[config.mk]
export PLATFORM = sky130hd
export DESIGN_NAME = disp_share_arbiter
export DESIGN_NICKNAME = d
export VERILOG_FILES = /design/src/rtl/disp_share_pkg.sv /design/src/rtl/disp_share_arbiter_rr_pick.sv /design/src/rtl/disp_share_arbiter.sv
export SDC_FILE = /design/constraint.sdc
export NUM_CORES = 1
export LEC_CHECK = 0
export ABC_AREA = 1
export ABC_CLOCK_PERIOD_IN_PS = 2150
export CAP_MARGIN = 10
export CELL_PAD_IN_SITES_DETAIL_PLACEMENT = 1
export CELL_PAD_IN_SITES_GLOBAL_PLACEMENT = 1
export CORE_UTILIZATION = 31
export CTS_CLUSTER_DIAMETER = 30
export DETAILED_ROUTE_END_ITERATION = 7
export PLACE_DENSITY = 0.87
export SLEW_MARGIN = 0
export SYNTH_ARGS = -nofsm -noshare
export SYNTH_HDL_FRONTEND = slang
export SYNTH_HIERARCHICAL = 1
export SYNTH_SLANG_ARGS = --single-unit
[constraint.sdc]
create_clock -name clk_i -period 2.15 [get_ports clk_i]
set_input_delay 0.3225 -clock clk_i [delete_from_list [all_inputs] [get_ports clk_i]]
set_output_delay 0.3225 -clock clk_i [all_outputs]
set_load 0.005 [all_outputs]
[src/rtl/disp_share_pkg.sv]
// Shared types and constants for the display-sharing arbiters.
package disp_share_pkg;

   typedef enum logic {
      ST_IDLE = 1'b0,
      ST_HOLD = 1'b1
   } state_e;

   localparam int NDIGITS = 4;
   localparam int DIGIT_W = 4;
   localparam int WORD_W  = NDIGITS * DIGIT_W;

   function automatic int owner_w(input int n);
      return (n > 1) ? $clog2(n) : 1;
   endfunction

endpackage

[src/rtl/disp_share_arbiter_rr_pick.sv]
// Combinational round-robin picker: first requester after owner_i, wrapping, owner_i last.
module rr_pick
   import disp_share_pkg::*;
#(
   parameter int NREQ = 4,
   parameter int OW   = owner_w(NREQ)
) (
   input  logic [NREQ-1:0] req_i,
   input  logic [OW-1:0]   owner_i,
   output logic            found_o,
   output logic [OW-1:0]   idx_o
);

   always_comb begin
      int c;
      c       = 0;
      found_o = 1'b0;
      idx_o   = owner_i;
      // Walk farthest-to-nearest so the closest candidate is written last and wins.
      for (int k = NREQ; k >= 1; k--) begin
         c = int'(owner_i) + k;
         if (c >= NREQ) c = c - NREQ;
         if (req_i[OW'(c)]) begin
            found_o = 1'b1;
            idx_o   = OW'(c);
         end
      end
   end

endmodule

[src/rtl/disp_share_arbiter.sv]
// Round-robin sharing of the 4-digit sweep display with a minimum hold per owner.
// Define DISP_PREEMPT_EN to make requester 0 a preempting priority source.
module disp_share_arbiter
   import disp_share_pkg::*;
#(
   parameter int NREQ       = 4,
   parameter int NBITS_HOLD = 28,
   parameter int HOLD       = 100_000_000,
   localparam int OW        = owner_w(NREQ)
) (
   input  logic                   clk_i,
   input  logic                   rst_ni,
   input  logic [NREQ-1:0]        req_i,
   input  logic [WORD_W*NREQ-1:0] data_i,
   output logic [NREQ-1:0]        gnt_o,
   output logic [OW-1:0]          owner_o,
   output logic                   busy_o,
   output logic [DIGIT_W-1:0]     disp0_o,
   output logic [DIGIT_W-1:0]     disp1_o,
   output logic [DIGIT_W-1:0]     disp2_o,
   output logic [DIGIT_W-1:0]     disp3_o
);

   state_e                            state_q, state_d;
   logic [OW-1:0]                     owner_q, owner_d;
   logic [NBITS_HOLD-1:0]             cnt_q, cnt_d;
   logic [NREQ-1:0]                   gnt_q, gnt_d;
   logic [NDIGITS-1:0][DIGIT_W-1:0]   disp_q, disp_d;

   logic          rr_found;
   logic [OW-1:0] rr_idx;
   logic          sel_found;
   logic [OW-1:0] sel_idx;
   logic          expire;
   logic          decide;

   rr_pick #(
      .NREQ (NREQ),
      .OW   (OW)
   ) u_disp_rr_pick (
      .req_i   (req_i),
      .owner_i (owner_q),
      .found_o (rr_found),
      .idx_o   (rr_idx)
   );

   always_comb begin
      sel_found = rr_found;
      sel_idx   = rr_idx;
`ifdef DISP_PREEMPT_EN
      // Requester 0 wins every arbitration it takes part in, including keeping its own grant.
      if (req_i[0]) begin
         sel_found = 1'b1;
         sel_idx   = '0;
      end
`endif
   end

   always_comb begin
      expire = (cnt_q == NBITS_HOLD'(HOLD - 1)) || !req_i[owner_q];
      decide = 1'b1;
      if (state_q == ST_HOLD) begin
`ifdef DISP_PREEMPT_EN
         decide = expire || (req_i[0] && (owner_q != '0));
`else
         decide = expire;
`endif
      end
   end

   always_comb begin
      state_d = state_q;
      owner_d = owner_q;
      cnt_d   = cnt_q;
      disp_d  = disp_q;
      gnt_d   = '0;
      if (!decide) begin
         cnt_d  = cnt_q + 1'b1;
         disp_d = data_i[WORD_W*owner_q +: WORD_W];
      end else if (sel_found) begin
         state_d = ST_HOLD;
         owner_d = sel_idx;
         cnt_d   = '0;
         disp_d  = data_i[WORD_W*sel_idx +: WORD_W];
      end else begin
         // Nobody left: release the display but leave the last digits showing.
         state_d = ST_IDLE;
         cnt_d   = '0;
      end
      if (state_d == ST_HOLD) gnt_d = NREQ'(1) << owner_d;
   end

   always_ff @(posedge clk_i or negedge rst_ni) begin
      if (!rst_ni) begin
         state_q <= ST_IDLE;
         owner_q <= OW'(NREQ - 1);
         cnt_q   <= '0;
         gnt_q   <= '0;
         disp_q  <= '0;
      end else begin
         state_q <= state_d;
         owner_q <= owner_d;
         cnt_q   <= cnt_d;
         gnt_q   <= gnt_d;
         disp_q  <= disp_d;
      end
   end

   assign gnt_o   = gnt_q;
   assign owner_o = owner_q;
   assign busy_o  = (state_q == ST_HOLD);
   assign disp0_o = disp_q[0];
   assign disp1_o = disp_q[1];
   assign disp2_o = disp_q[2];
   assign disp3_o = disp_q[3];

endmodule

# Word level (Yosys, flattened, before mapping)
# Index checks and enable logic that the tools add are counted.
totals:
  latchBits: 0
  ramBits: 0
  input_bits: 70
  romBits: 0
  n_memories: 0
  regBits: 51
  out_inout_bits: 23
  word_cells: 68
op_classes:
  n_lt_le_gt_ge: 9
  n_reduce_logical: 2
  n_mul: 0
  bitwise: 0
  n_shift: 3
  n_mux: 35
  n_eq_ne: 2
  n_addsub: 9
  div_mod_pow: 0
ops:
  columns: ["cell", "count"]
  rows:
  - ["indexed part select 64 x 7 -> 16 bit", 2]
  - ["2-to-1 mux 16 bit", 2]
  - ["adder 28 x 1 -> 28 bit, second input constant", 1]
  - ["== test 28 x 27 -> 1 bit, second input constant", 1]
  - ["2-to-1 mux 28 bit", 1]
  - ["2-to-1 mux 2 bit", 10]
  - ["< comparator 2 x 4 -> 1 bit, second input constant", 4]
  - ["2-to-1 mux 1 bit", 16]
  - ["binary-select mux 1 bit (select 2 bit)", 5]
  - [">= comparator 3 bit, second input constant", 3]
  - ["subtractor 2 x 1 -> 2 bit, second input constant", 4]
  - ["adder 2 x 2 -> 3 bit, second input constant", 2]
  - ["adder 2 x 3 -> 4 bit, second input constant", 1]
  - [">= comparator 4 x 3 -> 1 bit, second input constant", 1]
  - ["2-to-1 mux 4 bit", 1]
  - ["<< shifter 1 x 2 -> 4 bit, first input constant", 1]
  - ["adder 2 x 1 -> 3 bit, second input constant", 1]
  - ["< comparator 2 x 3 -> 1 bit, second input constant", 1]
  - ["inequality test 2 bit, second input constant", 1]
  - ["zero test 1 bit", 1]
  - ["logical OR 1 bit", 1]

# Depth between registers and ports, before layout
logic_depth:
  word_depth: 14
  mapped_depth: 19
  depth_no_buf: 17

# Modules after synthesis
# Netlist, hierarchy kept.
modules_own_cells:
  columns: ["mod", "area_each_um2", "seq_area_each_um2", "n_inst", "cells_each"]
  rows:
  - ["disp_share_arbiter", 3362.0, 1278.7, 1, 483]
  - ["rr_pick", 214.0, 0.0, 1, 46]

# Worst setup path after synthesis
# Ideal clock, no wire load.
synth_path:
  kind: "flip-flop to flip-flop"
  from: "register owner_q[0], in the netlist owner_o[0]"
  to: "register disp_q (netlist bit disp0_o[0])"
  path_slack_ps: 82
  n_path_buf: 2
  path_stages_with_launch: 16
  synth_period_minus_slack_ps: 2068
  setup_time_ps: 117
  t_required_ps: 2033
  arrival_ps: 1952
  path_cell_list: "dfstp_2 -> buf_6 -> nand2_1 -> nand2_2 -> nand2_2 -> o21ai_0 -> a21oi_1 -> a21oi_1 -> inv_1 -> nand2_4 -> o21ai_4 -> buf_6 -> nand3_1 -> nand2_1 -> nand2_1 -> nand2_1"
synth_via:
  elab_chain_len: 13
  elab_cells_between_ends: 46
  cone_classes: "add/sub (8); order compare (4); eq/ne (1); shift (2); mux (29); reduce/logical (2)"
synth_lines:
  columns: ["element", "line_no", "source"]
  rows:
  - ["from (decl)", "disp_share_arbiter.sv:25", "logic [OW-1:0] owner_q, owner_d;"]
  - ["from (signal assigned)", "disp_share_arbiter.sv:96", "owner_q <= OW'(NREQ - 1);"]
  - ["from (signal assigned)", "disp_share_arbiter.sv:102", "owner_q <= owner_d;"]
  - ["adder 2 x 3 -> 4 bit", "disp_share_arbiter_rr_pick.sv:21", "c = int'(owner_i) + k;"]
  - [">= comparator 4 x 3 -> 1 bit or subtractor 2 x 1 -> 2 bit (tied branches)", "disp_share_arbiter_rr_pick.sv:22", "if (c >= NREQ) c = c - NREQ;"]
  - ["2-to-1 mux 2 bit", "disp_share_arbiter_rr_pick.sv:22", null]
  - ["binary-select mux 1 bit (select 2 bit)", "disp_share_arbiter_rr_pick.sv:23", "if (req_i[OW'(c)]) begin"]
  - ["2-to-1 mux 1 bit (implied by the code) (2 in a row)", "disp_share_arbiter_rr_pick.sv:23", null]
  - ["2-to-1 mux 2 bit (3 in a row)", "disp_share_arbiter_rr_pick.sv:23", null]
  - ["2-to-1 mux 2 bit (*)", "disp_share_arbiter_rr_pick.sv:23", null]
  - ["via rr_idx[1]", "disp_share_arbiter.sv:31", "logic [OW-1:0] rr_idx;"]
  - ["indexed part select 64 x 7 -> 16 bit (*)", "disp_share_arbiter.sv:84", "disp_d = data_i[WORD_W*sel_idx +: WORD_W];"]
  - ["2-to-1 mux 16 bit (*)", "disp_share_arbiter.sv:80", "end else if (sel_found) begin"]
  - ["2-to-1 mux 16 bit (*)", "disp_share_arbiter.sv:77", "if (!decide) begin"]
  - ["to (signal assigned)", "disp_share_arbiter.sv:105", "disp_q <= disp_d;"]
  - ["to (decl)", "disp_share_arbiter.sv:28", "logic [NDIGITS-1:0][DIGIT_W-1:0] disp_q, disp_d;"]
# The timed path passes the listed nets; every way through them passes the cells marked *. The select of a mux whose other input is x is not followed.
# A chain may end at the register's enable or synchronous reset.

# Final worst setup path
layout_path:
  from: "register owner_q[0], in the netlist owner_o[0]"
  to: "register disp_q (netlist bit disp2_o[1])"
# Same word-level chain as after synthesis.

==> results.yml <==
yosys:
  avgSynthCellArea_um2: 6.76
  ys_types: 38
  ys_seq_elements: 51
  seq_area_frac_synth_pct: 35.8
  yosysWarnings: 6
  syn_area_mm2: 0.00358
  synth_cells: 529
  syn-num-nets: 600
run_status:
  status: "complete, but fails checks"
  violations: "setup timing"
timing:
  hold_violations: 0
  fin_skew_ns: 0.00723
  setup_viol: 17
  maxSlewHeadroom_pct: 55.5
  worstMarginPinSlew_ns: 0.667
  fin_crit_sh_pct: 107
  maxSlewViolCount: 0
  period_needed_ns: 2.29
  rsz0062_at_grt: "yes"
  layout_setup_ws_ns: -0.142
  max_freq_mhz: 436
floorplan:
  core_area_mm2: 0.0110
  row_count: 38
  dieArea_mm2: 0.0120
  die_w_um: 109
  io_pins: 93
  die_y_um: 109
  start_util_pct: 32.4
cts:
  hold_buffers: 0
  htreeDepth: 2
  cts_tree: "done"
  clkTransAtPathRegs_ns: 0.07
  cts.path.max_buffers: 2
  clock-root-buffer: "clkbuf_16"
  cts.sinks: 51
  clk_latency_ns: 0.30
  cts_buffers: 5
power:
  total_power_mw: 9.77
  peakVddDrop_mv: 0.687
  p_leak_nw: 2.64
  power_density_mw_per_mm2: 1780
layout:
  fin_cells: 797
  num_antenna_cells: 0
  drive_gt1_share_pct: 20.2
  final_util_pct: 49.8
  area_growth_pct: 53.5
  num-fill-cells: 1397
  final_nets: 727
placement:
  place_inst: 770
  place_hpwl_um: 8940
  portBuffers: 92
  gp_congestion: 0.853
  dp_slack_ns: -0.351
global_routing:
  grt_antenna_before_repair: 0
  grt_max_degree: 52
  grt_util_all_layers_pct: 21.0
  grt_pass1_vias: 3967
  grt_pass1_wl_um: 19700
  grt-ovfl-total: 0
critical_path:
  reg2reg_depth: 15
  required_ns: 2.38
  worstSetupPathType: "flip-flop to flip-flop"
  path_max_fanout: 8
  cp-start-kind: "flip-flop"
  worstPathArrival_ns: 2.52
  endpoint_kind: "flip-flop"
routing:
  detail_route.first_pass.iterations: 5
  vias_per_cell: 5.26
  drtIter0Drc: 281
  drtAntennaViolNets: 0
  vias: 4195
  route.detailed.drc: 0
  wl_per_cell_um: 18.5
  routed_wl_um: 14700
flow_run:
  max_cap_violations: 0
worst_hold_path:
  hp-class: "input port to asynchronous set/reset pin"
-- path summary, 6_finish.rpt --
kind / start / to / slack [ns]
max: owner_o[0]$_DFF_PN1_ / disp2_o[1]$_DFFE_PN0P_ / -0.14
min: rst_ni / cnt_q[9]$_DFF_PN0_ / 0.12
max reg2reg: owner_o[0]$_DFF_PN1_ / disp2_o[1]$_DFFE_PN0P_ / -0.14
min reg2reg: disp1_o[1]$_DFFE_PN0P_ / disp1_o[1]$_DFFE_PN0P_ / 0.49
max in group asynchronous: rst_ni / cnt_q[16]$_DFF_PN0_ / 1.56
min in group clk_i: disp1_o[1]$_DFFE_PN0P_ / disp1_o[1]$_DFFE_PN0P_ / 0.49
-- kinds of logic (layout without fill, tap and decap cells) --
family | count (synthesis) | in the layout | share of synthesized area [%]
xor+xnor | 5 | 5 | 1.22
buf+inv | 111 | 236 | 14.0
compound gates | 33 | 33 | 5.81
flops | 51 | 51 | 35.8
fa+ha+maj | 1 | 1 | 0.350
simple gates | 328 | 331 | 42.9
-- area by class of cell --
type                       instances  area (um2)  share of cell area, %
inverter                          90         355                   6.48
clock buffer                       6         129                   2.35
sequential                        51        1280                   23.3
clock inverter                     2        16.3                  0.296
multi-input combinational        370        2060                   37.6
timing repair buffer             138        1470                   26.8
tap                              140         175                   3.19
-- worst max-delay path, cell delays in order, from the launching register on --
cell and delay, ns:
dfstp_2 0.61, buf_6 0.16, nand2_2 0.06, nand2_2 0.09, nand2_2 0.08, o21ai_1 0.09
a21oi_1 0.11, a21oi_2 0.18, buf_4 0.16, nand2_4 0.05, o21ai_4 0.09, buf_12 0.17
nand3_2 0.07, nand2_2 0.08, nand2_1 0.09, nand2_1 0.12
-- metal layers --
metal  global-route usage, %  vias to the layer above  routed length (um)
met5                       0                        -                   0
li1                        -                     1931                   -
met1                    25.9                     2045                5610
met3                    3.20                       44                 686
met4                    5.81                        0                 570
met2                    37.8                      175                7880
-- state kept, by name (all words and copies together) (netlist names) --
name     flops
cnt_q       28
disp0_o      4
disp1_o      4
disp2_o      4
disp3_o      4
gnt_o        4
owner_o      2
busy_o       1
-- Yosys cell counts (all sizes together) --
| cell | number | area [um2] |
|---|---|---|
| nand2 | 145 | 589 |
| nand3 | 94 | 480 |
| inv | 90 | 340 |
| dfrtp | 49 | 1230 |
| nor2 | 47 | 189 |
| buf | 18 | 148 |
| nand3b | 16 | 120 |
| nor3 | 16 | 85.1 |
| a21oi | 14 | 73.8 |
| o21ai | 14 | 96.3 |
| nand4 | 6 | 43.8 |
| xor2 | 4 | 35.0 |
| clkbuf | 3 | 11.3 |
| nor4 | 3 | 18.8 |
| a31oi | 2 | 12.5 |
| dfstp | 2 | 52.6 |
| a211oi | 1 | 7.51 |
| a22oi | 1 | 7.51 |
| ha | 1 | 12.5 |
| nor3b | 1 | 7.51 |
| o21ba | 1 | 10.0 |
| xnor2 | 1 | 8.76 |
-- repair_timing --
| action | CTS | global route |
|---|---|---|
| setup endpoints to repair | 21 | 25 |
| cloned | 2 | 5 |
| gates resized for setup | 16 | 56 |
| pin swaps | 2 | 30 |
| setup buffers | 1 | 11 |
-- layout by cell type, fill, tap and decap left out, types with 4 or more instances in the layout --
master / n
clkdlybuf4s50_1: 91
nand2_4: 6
nand3_2: 13
buf_4: 27
nand2_2: 26
dfrtp_1: 49
xor2_1: 4
nand2_1: 113
inv_1: 80
nand3b_1: 16
buf_6: 5
clkbuf_16: 8
o21ai_0: 9
inv_2: 5
nand4_1: 5
nand3_1: 78
buf_12: 9
nor3_1: 14
a21oi_1: 12
nor2_1: 41
-- power by group --
part / switching, mW / total [mW] / internal [mW]
clock: 0.381 / 0.818 / 0.437
combinational: 4.30 / 7.51 / 3.21
sequential: 0.194 / 1.45 / 1.25
total: 4.88 / 9.77 / 4.90
-- per-stage QoR --
stage / setup TNS, ns / hold slack, ns / area [um2]
finish: -1.50 / 0.121 / 5490
floorplan: 0 / 0.0269 / 3580
global placement: -2.40 / 0.450 / 4820
global route: -3.10 / 0.206 / 5490
CTS: -0.0182 / 0.164 / 5090
detailed placement: -5.91 / 0.471 / 4820
Power figures use the tool's default switching activity.
==> variant (same flow settings) <==
Add a define of `DISP_PREEMPT_EN`.
--- a/src/rtl/disp_share_arbiter.sv
+++ b/src/rtl/disp_share_arbiter.sv
@@ -1,5 +1,7 @@
 // Round-robin sharing of the 4-digit sweep display with a minimum hold per owner.
 // Define DISP_PREEMPT_EN to make requester 0 a preempting priority source.
+`define DISP_PREEMPT_EN
+
 module disp_share_arbiter
    import disp_share_pkg::*;
 #(
Check against the original RTL: not equivalent (Yosys sat finds a counterexample within 4 cycles, from zero or initial values and one cycle with rst_ni low).
==> variant against the original RTL <==
  * Power fell by 1.4%
  * Wire length rose by 25%
  * Via count is 6.9% higher
  * Synthesized area shrank 2.2%
  * Non-clock buffer count is 13 higher
  * Sequential power about the same
  * Sequential cell count unchanged
  * Cell area grew 5.9%
  * The run still ends with negative setup slack left
  * Core utilization up 3.4 points
  * Setup slack got worse by 0.31 ns
  * Cell count is 3.3% higher
==> variant: results (changes against the original RTL) <==
metric,value,unit,change
run_status,"finished, violations left",,unchanged
failed_checks,negative setup slack,,unchanged
layout-drive-gt1-share,25.9,%,was 20.2%
drt_iter0_markers,190,,was 281
dp.cells,787,,was 770
dr.pass1.iters,4,,was 5
dieArea,11700,µm²,was 12000 µm²
setup_violations,33,,was 17
fin_worst_skew,0.0169,ns,was 0.00723 ns
grt.met3_usage,4.58,%,was 3.20%
grt_pass1_vias,4390,,was 3967
hold-worst-slack,0.0107,ns,was 0.121 ns
internal_power,4850,µW,was 4900 µW
met1_length,6480,µm,was 5610 µm
gp_congestion,0.810,,was 0.853
grt_pass1_wl,22200,µm,was 19700 µm
final.fill_count,1329,,was 1397
wire_per_inst,22.4,µm,was 18.5 µm
multi_input_cells,369,,was 370
setup_tns,-7.95,ns,was -1.50 ns
placed_cell_area,4790,µm²,was 4820 µm²
route.met3.wl,954,µm,was 686 µm
r2r-end,gnt_o[0],,was disp2_o[1]
synthTopCellsByCount,"160 x nand2_1, 99 x inv_1, 76 x nand3_1",,"was 135 x nand2_1, 92 x nand3_1, 82 x inv_1"
post-dp-hpwl,8630,µm,was 8940 µm
multi_input_area_share,37.0,%,was 37.6%
route.met2.wl,9560,µm,was 7880 µm
inverters,104,,was 90
pre_cts_slack,-0.359,ns,was -0.351 ns
yosysSeqAreaShare,36.6,%,was 35.8%
ctsResizeCount,31,,was 16
final_nets,753,,was 727
startpoint,cnt_q[0],,was owner_o[0]
synth_nets,611,,was 600
synth_area_per_cell,6.47,µm²,was 6.76 µm²
use_met1,27.5,%,was 25.9%
setup_slack,-0.456,ns,was -0.142 ns
grt.met2_usage,44.5,%,was 37.8%
clkbuf_count,5,,was 6
p_leak,0.00280,µW,was 0.00264 µW
[variant: logic make-up after synthesis]
| family | after synthesis | share of synthesized area [%] |
|---|---|---|
| flip-flops | 51 | 36.6 |
| adder cells (fa/ha/maj) | 1 | 0.358 |
| buffers and inverters | 121 | 14.3 |
| AO/OA/AOI/OAI | 36 | 6.44 |
| XOR/XNOR | 7 | 1.75 |
| AND/OR/NAND/NOR | 324 | 40.6 |
[variant: power groups by stage]
stage	clock, µW	combinational [µW]	sequential [µW]
6_report	873	7310	1450
5_1_grt	906	7640	1470
3_5_place_dp	0	4120	1450
3_3_place_gp	0	3950	1440
2_1_floorplan	0	2470	1420
4_1_cts	846	5420	1400
[variant: worst max-delay path, delay by kind of cell (launching register included)]
kind	cells	cell delay, ns
buffers and inverters	4	0.57
AND/OR/NAND/NOR	8	0.96
adder cells (fa/ha/maj)	1	0.26
AO/OA/AOI/OAI	1	0.25
flip-flops	1	0.45
